`src/rtl/sci_uart.sv`:
```
// Memory-mapped 8N1 serial port with 16x oversampled receiver, RX FIFO and double-buffered TX.
// Define SCI_LOOPBACK_EN to add the LOOPS control bit (STAT[4]) that routes TX back into RX.
module sci_uart #(
  parameter int unsigned RXDEPTH   = 4,
  parameter int unsigned SBR_RESET = 27
) (
  input  logic       i_clk50,
  input  logic       i_resetn,
  input  logic [7:0] i_din,
  output logic [7:0] o_dout,
  input  logic       i_sel,
  input  logic [1:0] i_regaddr,
  input  logic       i_rd,
  input  logic       i_wr,
  input  logic       i_rxd,
  output logic       o_txd
);
  localparam int unsigned AW = $clog2(RXDEPTH);
  localparam int unsigned CW = AW + 1;

  typedef enum logic [1:0] {R_IDLE, R_START, R_DATA, R_STOP} rx_state_e;
  typedef enum logic [1:0] {T_IDLE, T_START, T_DATA, T_STOP} tx_state_e;

  // Bus strobes are multi-cycle levels; act once per access.
  logic       r_wr_q, r_rd_q;
  logic [1:0] r_rd_addr;
  logic       w_wr_lvl, w_rd_lvl, w_wr_edge, w_rd_fall;
  assign w_wr_lvl  = i_sel & i_wr;
  assign w_rd_lvl  = i_sel & i_rd;
  assign w_wr_edge = w_wr_lvl & ~r_wr_q;
  assign w_rd_fall = r_rd_q & ~w_rd_lvl;

  always_ff @(posedge i_clk50 or negedge i_resetn) begin
    if (!i_resetn) begin
      r_wr_q    <= 1'b0;
      r_rd_q    <= 1'b0;
      r_rd_addr <= 2'd0;
    end else begin
      r_wr_q <= w_wr_lvl;
      r_rd_q <= w_rd_lvl;
      if (w_rd_lvl) r_rd_addr <= i_regaddr;
    end
  end

  logic [12:0] r_sbr, r_bcnt;
  logic        w_tick;
  assign w_tick = (r_sbr != 13'd0) && (r_bcnt <= 13'd1);

  always_ff @(posedge i_clk50 or negedge i_resetn) begin
    if (!i_resetn) begin
      r_sbr  <= 13'(SBR_RESET);
      r_bcnt <= 13'(SBR_RESET);
    end else begin
      if (w_tick) r_bcnt <= r_sbr;
      else if (r_sbr != 13'd0) r_bcnt <= r_bcnt - 13'd1;
      if (w_wr_edge && i_regaddr == 2'd2) r_sbr[12:8] <= i_din[4:0];
      if (w_wr_edge && i_regaddr == 2'd3) begin
        r_sbr[7:0] <= i_din;
        r_bcnt     <= {r_sbr[12:8], i_din};
      end
    end
  end

  logic w_loops;
`ifdef SCI_LOOPBACK_EN
  logic r_loops;
  always_ff @(posedge i_clk50 or negedge i_resetn) begin
    if (!i_resetn) r_loops <= 1'b0;
    else if (w_wr_edge && i_regaddr == 2'd0) r_loops <= i_din[4];
  end
  assign w_loops = r_loops;
`else
  assign w_loops = 1'b0;
`endif

  logic      r_txo;
  logic      r_rx_s1, r_rx_s2;
  logic      w_rx_src;
  assign w_rx_src = w_loops ? r_txo : i_rxd;
  assign o_txd    = r_txo | w_loops;

  rx_state_e r_rx_state;
  logic [3:0] r_rx_cnt;
  logic [2:0] r_rx_bit;
  logic [7:0] r_rx_sh;
  logic       r_rx_push, r_rx_fe;

  always_ff @(posedge i_clk50 or negedge i_resetn) begin
    if (!i_resetn) begin
      r_rx_s1    <= 1'b1;
      r_rx_s2    <= 1'b1;
      r_rx_state <= R_IDLE;
      r_rx_cnt   <= 4'd0;
      r_rx_bit   <= 3'd0;
      r_rx_sh    <= 8'd0;
      r_rx_push  <= 1'b0;
      r_rx_fe    <= 1'b0;
    end else begin
      r_rx_s1   <= w_rx_src;
      r_rx_s2   <= r_rx_s1;
      r_rx_push <= 1'b0;
      if (w_tick) begin
        case (r_rx_state)
          R_IDLE: if (!r_rx_s2) begin
            r_rx_state <= R_START;
            r_rx_cnt   <= 4'd1;
          end
          // 8th tick is mid start bit: a high line here was only a glitch.
          R_START: if (r_rx_cnt == 4'd7) begin
            r_rx_cnt   <= 4'd0;
            r_rx_bit   <= 3'd0;
            r_rx_state <= r_rx_s2 ? R_IDLE : R_DATA;
          end else r_rx_cnt <= r_rx_cnt + 4'd1;
          R_DATA: if (r_rx_cnt == 4'd15) begin
            r_rx_cnt <= 4'd0;
            r_rx_sh  <= {r_rx_s2, r_rx_sh[7:1]};
            if (r_rx_bit == 3'd7) r_rx_state <= R_STOP;
            else r_rx_bit <= r_rx_bit + 3'd1;
          end else r_rx_cnt <= r_rx_cnt + 4'd1;
          R_STOP: if (r_rx_cnt == 4'd15) begin
            r_rx_cnt   <= 4'd0;
            r_rx_push  <= 1'b1;
            r_rx_fe    <= ~r_rx_s2;
            r_rx_state <= R_IDLE;
          end else r_rx_cnt <= r_rx_cnt + 4'd1;
          default: r_rx_state <= R_IDLE;
        endcase
      end
    end
  end

  logic [7:0]    r_mem [RXDEPTH];
  logic [AW-1:0] r_wptr, r_rptr;
  logic [CW-1:0] r_count;
  logic          r_or, r_fe, r_stat_rd;
  logic          w_full, w_push_ok, w_pop, w_rdrf;
  assign w_full    = (r_count == CW'(RXDEPTH));
  assign w_push_ok = r_rx_push & ~w_full;
  assign w_rdrf    = (r_count != '0);
  assign w_pop     = w_rd_fall && (r_rd_addr == 2'd1) && w_rdrf;

  always_ff @(posedge i_clk50) begin
    if (w_push_ok) r_mem[r_wptr] <= r_rx_sh;
  end

  always_ff @(posedge i_clk50 or negedge i_resetn) begin
    if (!i_resetn) begin
      r_wptr    <= '0;
      r_rptr    <= '0;
      r_count   <= '0;
      r_or      <= 1'b0;
      r_fe      <= 1'b0;
      r_stat_rd <= 1'b0;
    end else begin
      if (w_push_ok) r_wptr <= r_wptr + AW'(1);
      if (w_pop) r_rptr <= r_rptr + AW'(1);
      r_count <= r_count + CW'(w_push_ok) - CW'(w_pop);
      if (w_rd_fall && r_rd_addr == 2'd0) r_stat_rd <= 1'b1;
      else if (w_rd_fall && r_rd_addr == 2'd1) begin
        if (r_stat_rd) begin
          r_or <= 1'b0;
          r_fe <= 1'b0;
        end
        r_stat_rd <= 1'b0;
      end
      if (r_rx_push && w_full) r_or <= 1'b1;
      if (r_rx_push && r_rx_fe) r_fe <= 1'b1;
    end
  end

  tx_state_e r_tx_state;
  logic [3:0] r_tx_cnt;
  logic [2:0] r_tx_bit;
  logic [7:0] r_tx_sh, r_thr;
  logic       r_thr_full, r_tc;

  always_ff @(posedge i_clk50 or negedge i_resetn) begin
    if (!i_resetn) begin
      r_tx_state <= T_IDLE;
      r_tx_cnt   <= 4'd0;
      r_tx_bit   <= 3'd0;
      r_tx_sh    <= 8'd0;
      r_txo      <= 1'b1;
      r_thr      <= 8'd0;
      r_thr_full <= 1'b0;
      r_tc       <= 1'b1;
    end else begin
      case (r_tx_state)
        T_IDLE: if (r_thr_full && r_sbr != 13'd0) begin
          r_tx_state <= T_START;
          r_tx_sh    <= r_thr;
          r_thr_full <= 1'b0;
          r_txo      <= 1'b0;
          r_tx_cnt   <= 4'd0;
        end
        T_START: if (w_tick) begin
          if (r_tx_cnt == 4'd15) begin
            r_tx_state <= T_DATA;
            r_txo      <= r_tx_sh[0];
            r_tx_sh    <= {1'b0, r_tx_sh[7:1]};
            r_tx_bit   <= 3'd0;
            r_tx_cnt   <= 4'd0;
          end else r_tx_cnt <= r_tx_cnt + 4'd1;
        end
        T_DATA: if (w_tick) begin
          if (r_tx_cnt == 4'd15) begin
            r_tx_cnt <= 4'd0;
            if (r_tx_bit == 3'd7) begin
              r_tx_state <= T_STOP;
              r_txo      <= 1'b1;
            end else begin
              r_txo    <= r_tx_sh[0];
              r_tx_sh  <= {1'b0, r_tx_sh[7:1]};
              r_tx_bit <= r_tx_bit + 3'd1;
            end
          end else r_tx_cnt <= r_tx_cnt + 4'd1;
        end
        T_STOP: if (w_tick) begin
          if (r_tx_cnt == 4'd15) begin
            r_tx_cnt <= 4'd0;
            if (r_thr_full) begin
              r_tx_state <= T_START;
              r_tx_sh    <= r_thr;
              r_thr_full <= 1'b0;
              r_txo      <= 1'b0;
            end else begin
              r_tx_state <= T_IDLE;
              r_tc       <= 1'b1;
            end
          end else r_tx_cnt <= r_tx_cnt + 4'd1;
        end
        default: r_tx_state <= T_IDLE;
      endcase
      // Placed last so a CPU write wins over a same-cycle shifter load.
      if (w_wr_edge && i_regaddr == 2'd1) begin
        r_thr      <= i_din;
        r_thr_full <= 1'b1;
        r_tc       <= 1'b0;
      end
    end
  end

  always_comb begin
    o_dout = 8'd0;
    if (i_sel) begin
      case (i_regaddr)
        2'd0:    o_dout = {~r_thr_full, r_tc, w_rdrf, w_loops, r_or, 1'b0, r_fe, 1'b0};
        2'd1:    o_dout = w_rdrf ? r_mem[r_rptr] : 8'd0;
        2'd2:    o_dout = {3'b000, r_sbr[12:8]};
        default: o_dout = r_sbr[7:0];
      endcase
    end
  end
endmodule

```
`config.mk`:
```
export PLATFORM = sky130hd
export DESIGN_NAME = sci_uart
export DESIGN_NICKNAME = d
export VERILOG_FILES = /design/src/rtl/sci_uart.sv
export SDC_FILE = /design/constraint.sdc
export NUM_CORES = 1
export LEC_CHECK = 0
export ABC_AREA = 1
export CORE_MARGIN = 1.5
export CORE_UTILIZATION = 45
export DETAILED_ROUTE_END_ITERATION = 6
export GPL_ROUTABILITY_DRIVEN = 0
export PLACE_DENSITY_LB_ADDON = 0.15
export SYNTH_ARGS = -nofsm -noshare
export SYNTH_HDL_FRONTEND = slang
export SYNTH_SLANG_ARGS = --single-unit
```
`constraint.sdc`:
```
create_clock -name i_clk50 -period 2.1 [get_ports i_clk50]
set_input_delay 0.42 -clock i_clk50 [delete_from_list [all_inputs] [get_ports i_clk50]]
set_output_delay 0.42 -clock i_clk50 [all_outputs]
set_load 0.03 [all_outputs]
```
==> flow_summary_export.csv <==
group,metric,value,unit
route,drt_iter0_drc,380,
layout,final_cell_mix,"181 x nand2_1, 76 x dfrtp_1, 66 x nor2_1",
critical_path,crit_chain,"inv_4 > clkbuf_16 > nor2_1 > o22ai_1 > a22oi_2 > a31oi_1 > buf_4",
yosys,synth_area,6020,um^2
global_route,grt_max_degree,40,
route,wl,14.4,mm
layout,syn_to_final_growth,26.0,%
critical_path,crit_fanout,7,
job,max_cap_viol_count,0,
route,wl_per_cell,15.3,um
route,via_count,4904,
floorplan,die_y,119,um
layout,diodes,0,
yosys,synthFlopType,"dfrtp_1",
clock_tree,clkSinkCount,121,
clock_tree,clk_latency,410,ps
sta,tightest_slew,586,ps
floorplan,dieArea,14100,um^2
critical_path,slowest_delay,460,ps
floorplan,initial_core_util,45.8,%
sta,holdWs,5.09,ps
power_and_ir_drop,power.total,0.00797,W
floorplan,floorplan.rows,42,
worst_hold_path,hold_path_class,"input port to async pin",
yosys,synth_cells,678,
global_route,grtUsageTotal,21.5,%
floorplan,num_io_pins,25,
floorplan,fp.coreArea,13100,um^2
sta,max_freq,439,MHz
sta,fin_crit_sh,108,%
global_route,grt-ovfl-total,0,
sta,report.final.slew_viol_count,0,
power_and_ir_drop,irDropWorstVdd,0.726,mV
critical_path,worst-path-buf-inv,3,
critical_path,crit_path_end_kind,"output port",
yosys,synth.avg_cell_area,8.88,um^2
layout,mostFrequentLayoutCell,"nand2_1",
global_route,grt_pass1_wl,23.3,mm
power_and_ir_drop,leakagePower,3.46,nW
run_status,violations,"setup timing",
critical_path,arrival,1860,ps
critical_path,critPathKind,"register to output port",
critical_path,crit_family,"compound AO/OA/AOI/OAI gates",
route,drt.antenna.violating_nets,0,
sta,slew_headroom,61.0,%
route,drc,0,
layout,nFillCells,1153,
clock_tree,clkTransAtPathRegs,60,ps
yosys,synth_edf_count,32,
yosys,synthDistinctLibCells,40,
power_and_ir_drop,power.density,1050,nW/um^2
sta,setup_viol,8,
sta,period_needed,2280,ps
sta,hold_violations,0,
yosys,yosysSeqAreaShare,53.2,%
yosys,yosys_register_bits,121,
yosys,syn_nets,714,
floorplan,chipWidth,119,um
global_route,grt_pass1_vias,4855,
yosys,yosys_warnings,0,
sta,skew,6.56,ps
critical_path,cp_slowest_cell,"dfrtp_2",
clock_tree,cts_root_buf,"clkbuf_16",
clock_tree,cts_buffers,17,
route,viasPerCell,5.20,
sta,worst_slack,-176,ps
clock_tree,clock_path_buffers,2,
critical_path,required,1680,ps
global_route,antenna_found_initial,0,
layout,final-seq-area,3200,um^2
run_status,outcome,"complete, but fails checks",
layout,nets,790,
placed_design,numPortBuffers,24,
sta,rsz0062_at_grt,"true",
clock_tree,cts_tree,"built",
critical_path,worstSetupStartpointType,"register",
clock_tree,cts_hold_buf,0,
layout,drive_gt1_share,19.9,%
route,first_pass_iters,5,
placed_design,hpwl,10.0,mm
clock_tree,htreeDepth,4,
yosys,async_reset_ff_share,73.6,%
layout,multi_input_area,2630,um^2
==> worst paths after layout <==
path | start | to | depth (start not counted) | slack (ps)
min in group i_clk50 | r_rx_s1 | r_rx_s2 | 0 | 360
worst max-delay path | r_rptr[0] | o_dout[1] | 7 | -180
max in group asynchronous | i_resetn | r_rx_s2 | 2 | 1470
worst max register to register | r_bcnt[0] | register | 11 | 200
worst min-delay path | i_resetn | r_count[1] | 1 | 5
worst min register to register | r_rx_s1 | r_rx_s2 | 0 | 360
==> where the power goes <==
group,internal [W],leakage (nW),switching [W]
combinational,0.000855,1.84,0.000968
sequential,0.00276,1.33,0.000338
clock,0.00202,0.299,0.00103
total,0.00564,3.46,0.00233
==> routing by layer <==
metal | up-vias | global-route usage (%) | part of all wire (%)
met5 | - | 0 | 0
met4 | 0 | 9.19 | 2.8
met3 | 29 | 5.41 | 3.2
met2 | 114 | 35.0 | 49
met1 | 2360 | 27.3 | 46
li1 | 2401 | - | -
==> sequential cells by signal, indices dropped and copies added, names as in the netlist, 2 cells and up, named ones only <==
| name | count |
|---|---|
| r_mem | 32 |
| r_bcnt | 13 |
| r_sbr | 13 |
| r_rx_sh | 8 |
| r_thr | 8 |
| r_tx_sh | 8 |
| r_rx_cnt | 4 |
| r_tx_cnt | 4 |
| r_count | 3 |
| r_rx_bit | 3 |
| r_tx_bit | 3 |
| r_rd_addr | 2 |
| r_rptr | 2 |
| r_tx_state | 2 |
| r_wptr | 2 |
==> timing repair <==
action / CTS / global route
gates cloned: 0 / 2
pin swaps: 7 / 12
buffers inserted: 7 / 6
setup endpoints to repair: 8 / 18
gates resized for setup: 17 / 32
endpoints found under the hold margin: 0 / 0
==> metrics by stage <==
stage / setup WS (ps) / area, um^2 / cells / TNS (ps) / util (%)
global route: -271 / 7590 / 943 / -1710 / 57.8
floorplan: 20.5 / 6020 / 678 / 0 / -
CTS: -153 / 7390 / 938 / -765 / 56.2
global placement: -328 / 6680 / 899 / -1140 / 50.8
finish: -176 / 7590 / 943 / -1130 / 57.8
detailed placement: -406 / 6680 / 899 / -1710 / 50.8
==> layout make-up <==
type | count | area share (%)
Sequential cell | 121 | 42.2
Multi-Input combinational cell | 482 | 34.6
Clock buffer | 21 | 5.93
Tap cell | 176 | 2.90
Clock inverter | 11 | 2.26
Timing Repair Buffer | 72 | 9.03
Inverter | 60 | 3.03
==> synthesized netlist by cell type (4+ instances only) <==
| cell | n | share of area (%) |
|---|---|---|
| a22oi_1 | 9 | 1.1 |
| o21ai_1 | 17 | 1.4 |
| inv_1 | 55 | 3.4 |
| edfxtp_1 | 32 | 16 |
| buf_2 | 5 | 0.42 |
| clkbuf_1 | 6 | 0.37 |
| nor2_1 | 69 | 4.3 |
| o21ai_0 | 64 | 5.3 |
| inv_2 | 5 | 0.31 |
| nand2_1 | 182 | 11 |
| buf_6 | 4 | 0.75 |
| ha_1 | 19 | 3.9 |
| a21oi_1 | 13 | 1.1 |
| nand3_1 | 29 | 2.4 |
| nand4_1 | 6 | 0.62 |
| dfstp_2 | 12 | 5.2 |
| a31oi_1 | 7 | 0.73 |
| o21ai_2 | 4 | 0.58 |
| o22ai_1 | 8 | 0.83 |
| xor2_1 | 14 | 2.0 |
| o21bai_1 | 4 | 0.50 |
| dfrtp_1 | 77 | 32 |
| nand2_2 | 9 | 0.93 |
==> cell families after synthesis <==
group	count (synthesis)	synth area share, %
buf+inv	75	5.28
flops	121	53.2
compound gates	135	13.1
xor+xnor	16	2.33
simple gates	311	21.8
fa+ha+maj	20	4.28
Note: power is estimated with default switching activity, not from simulation.
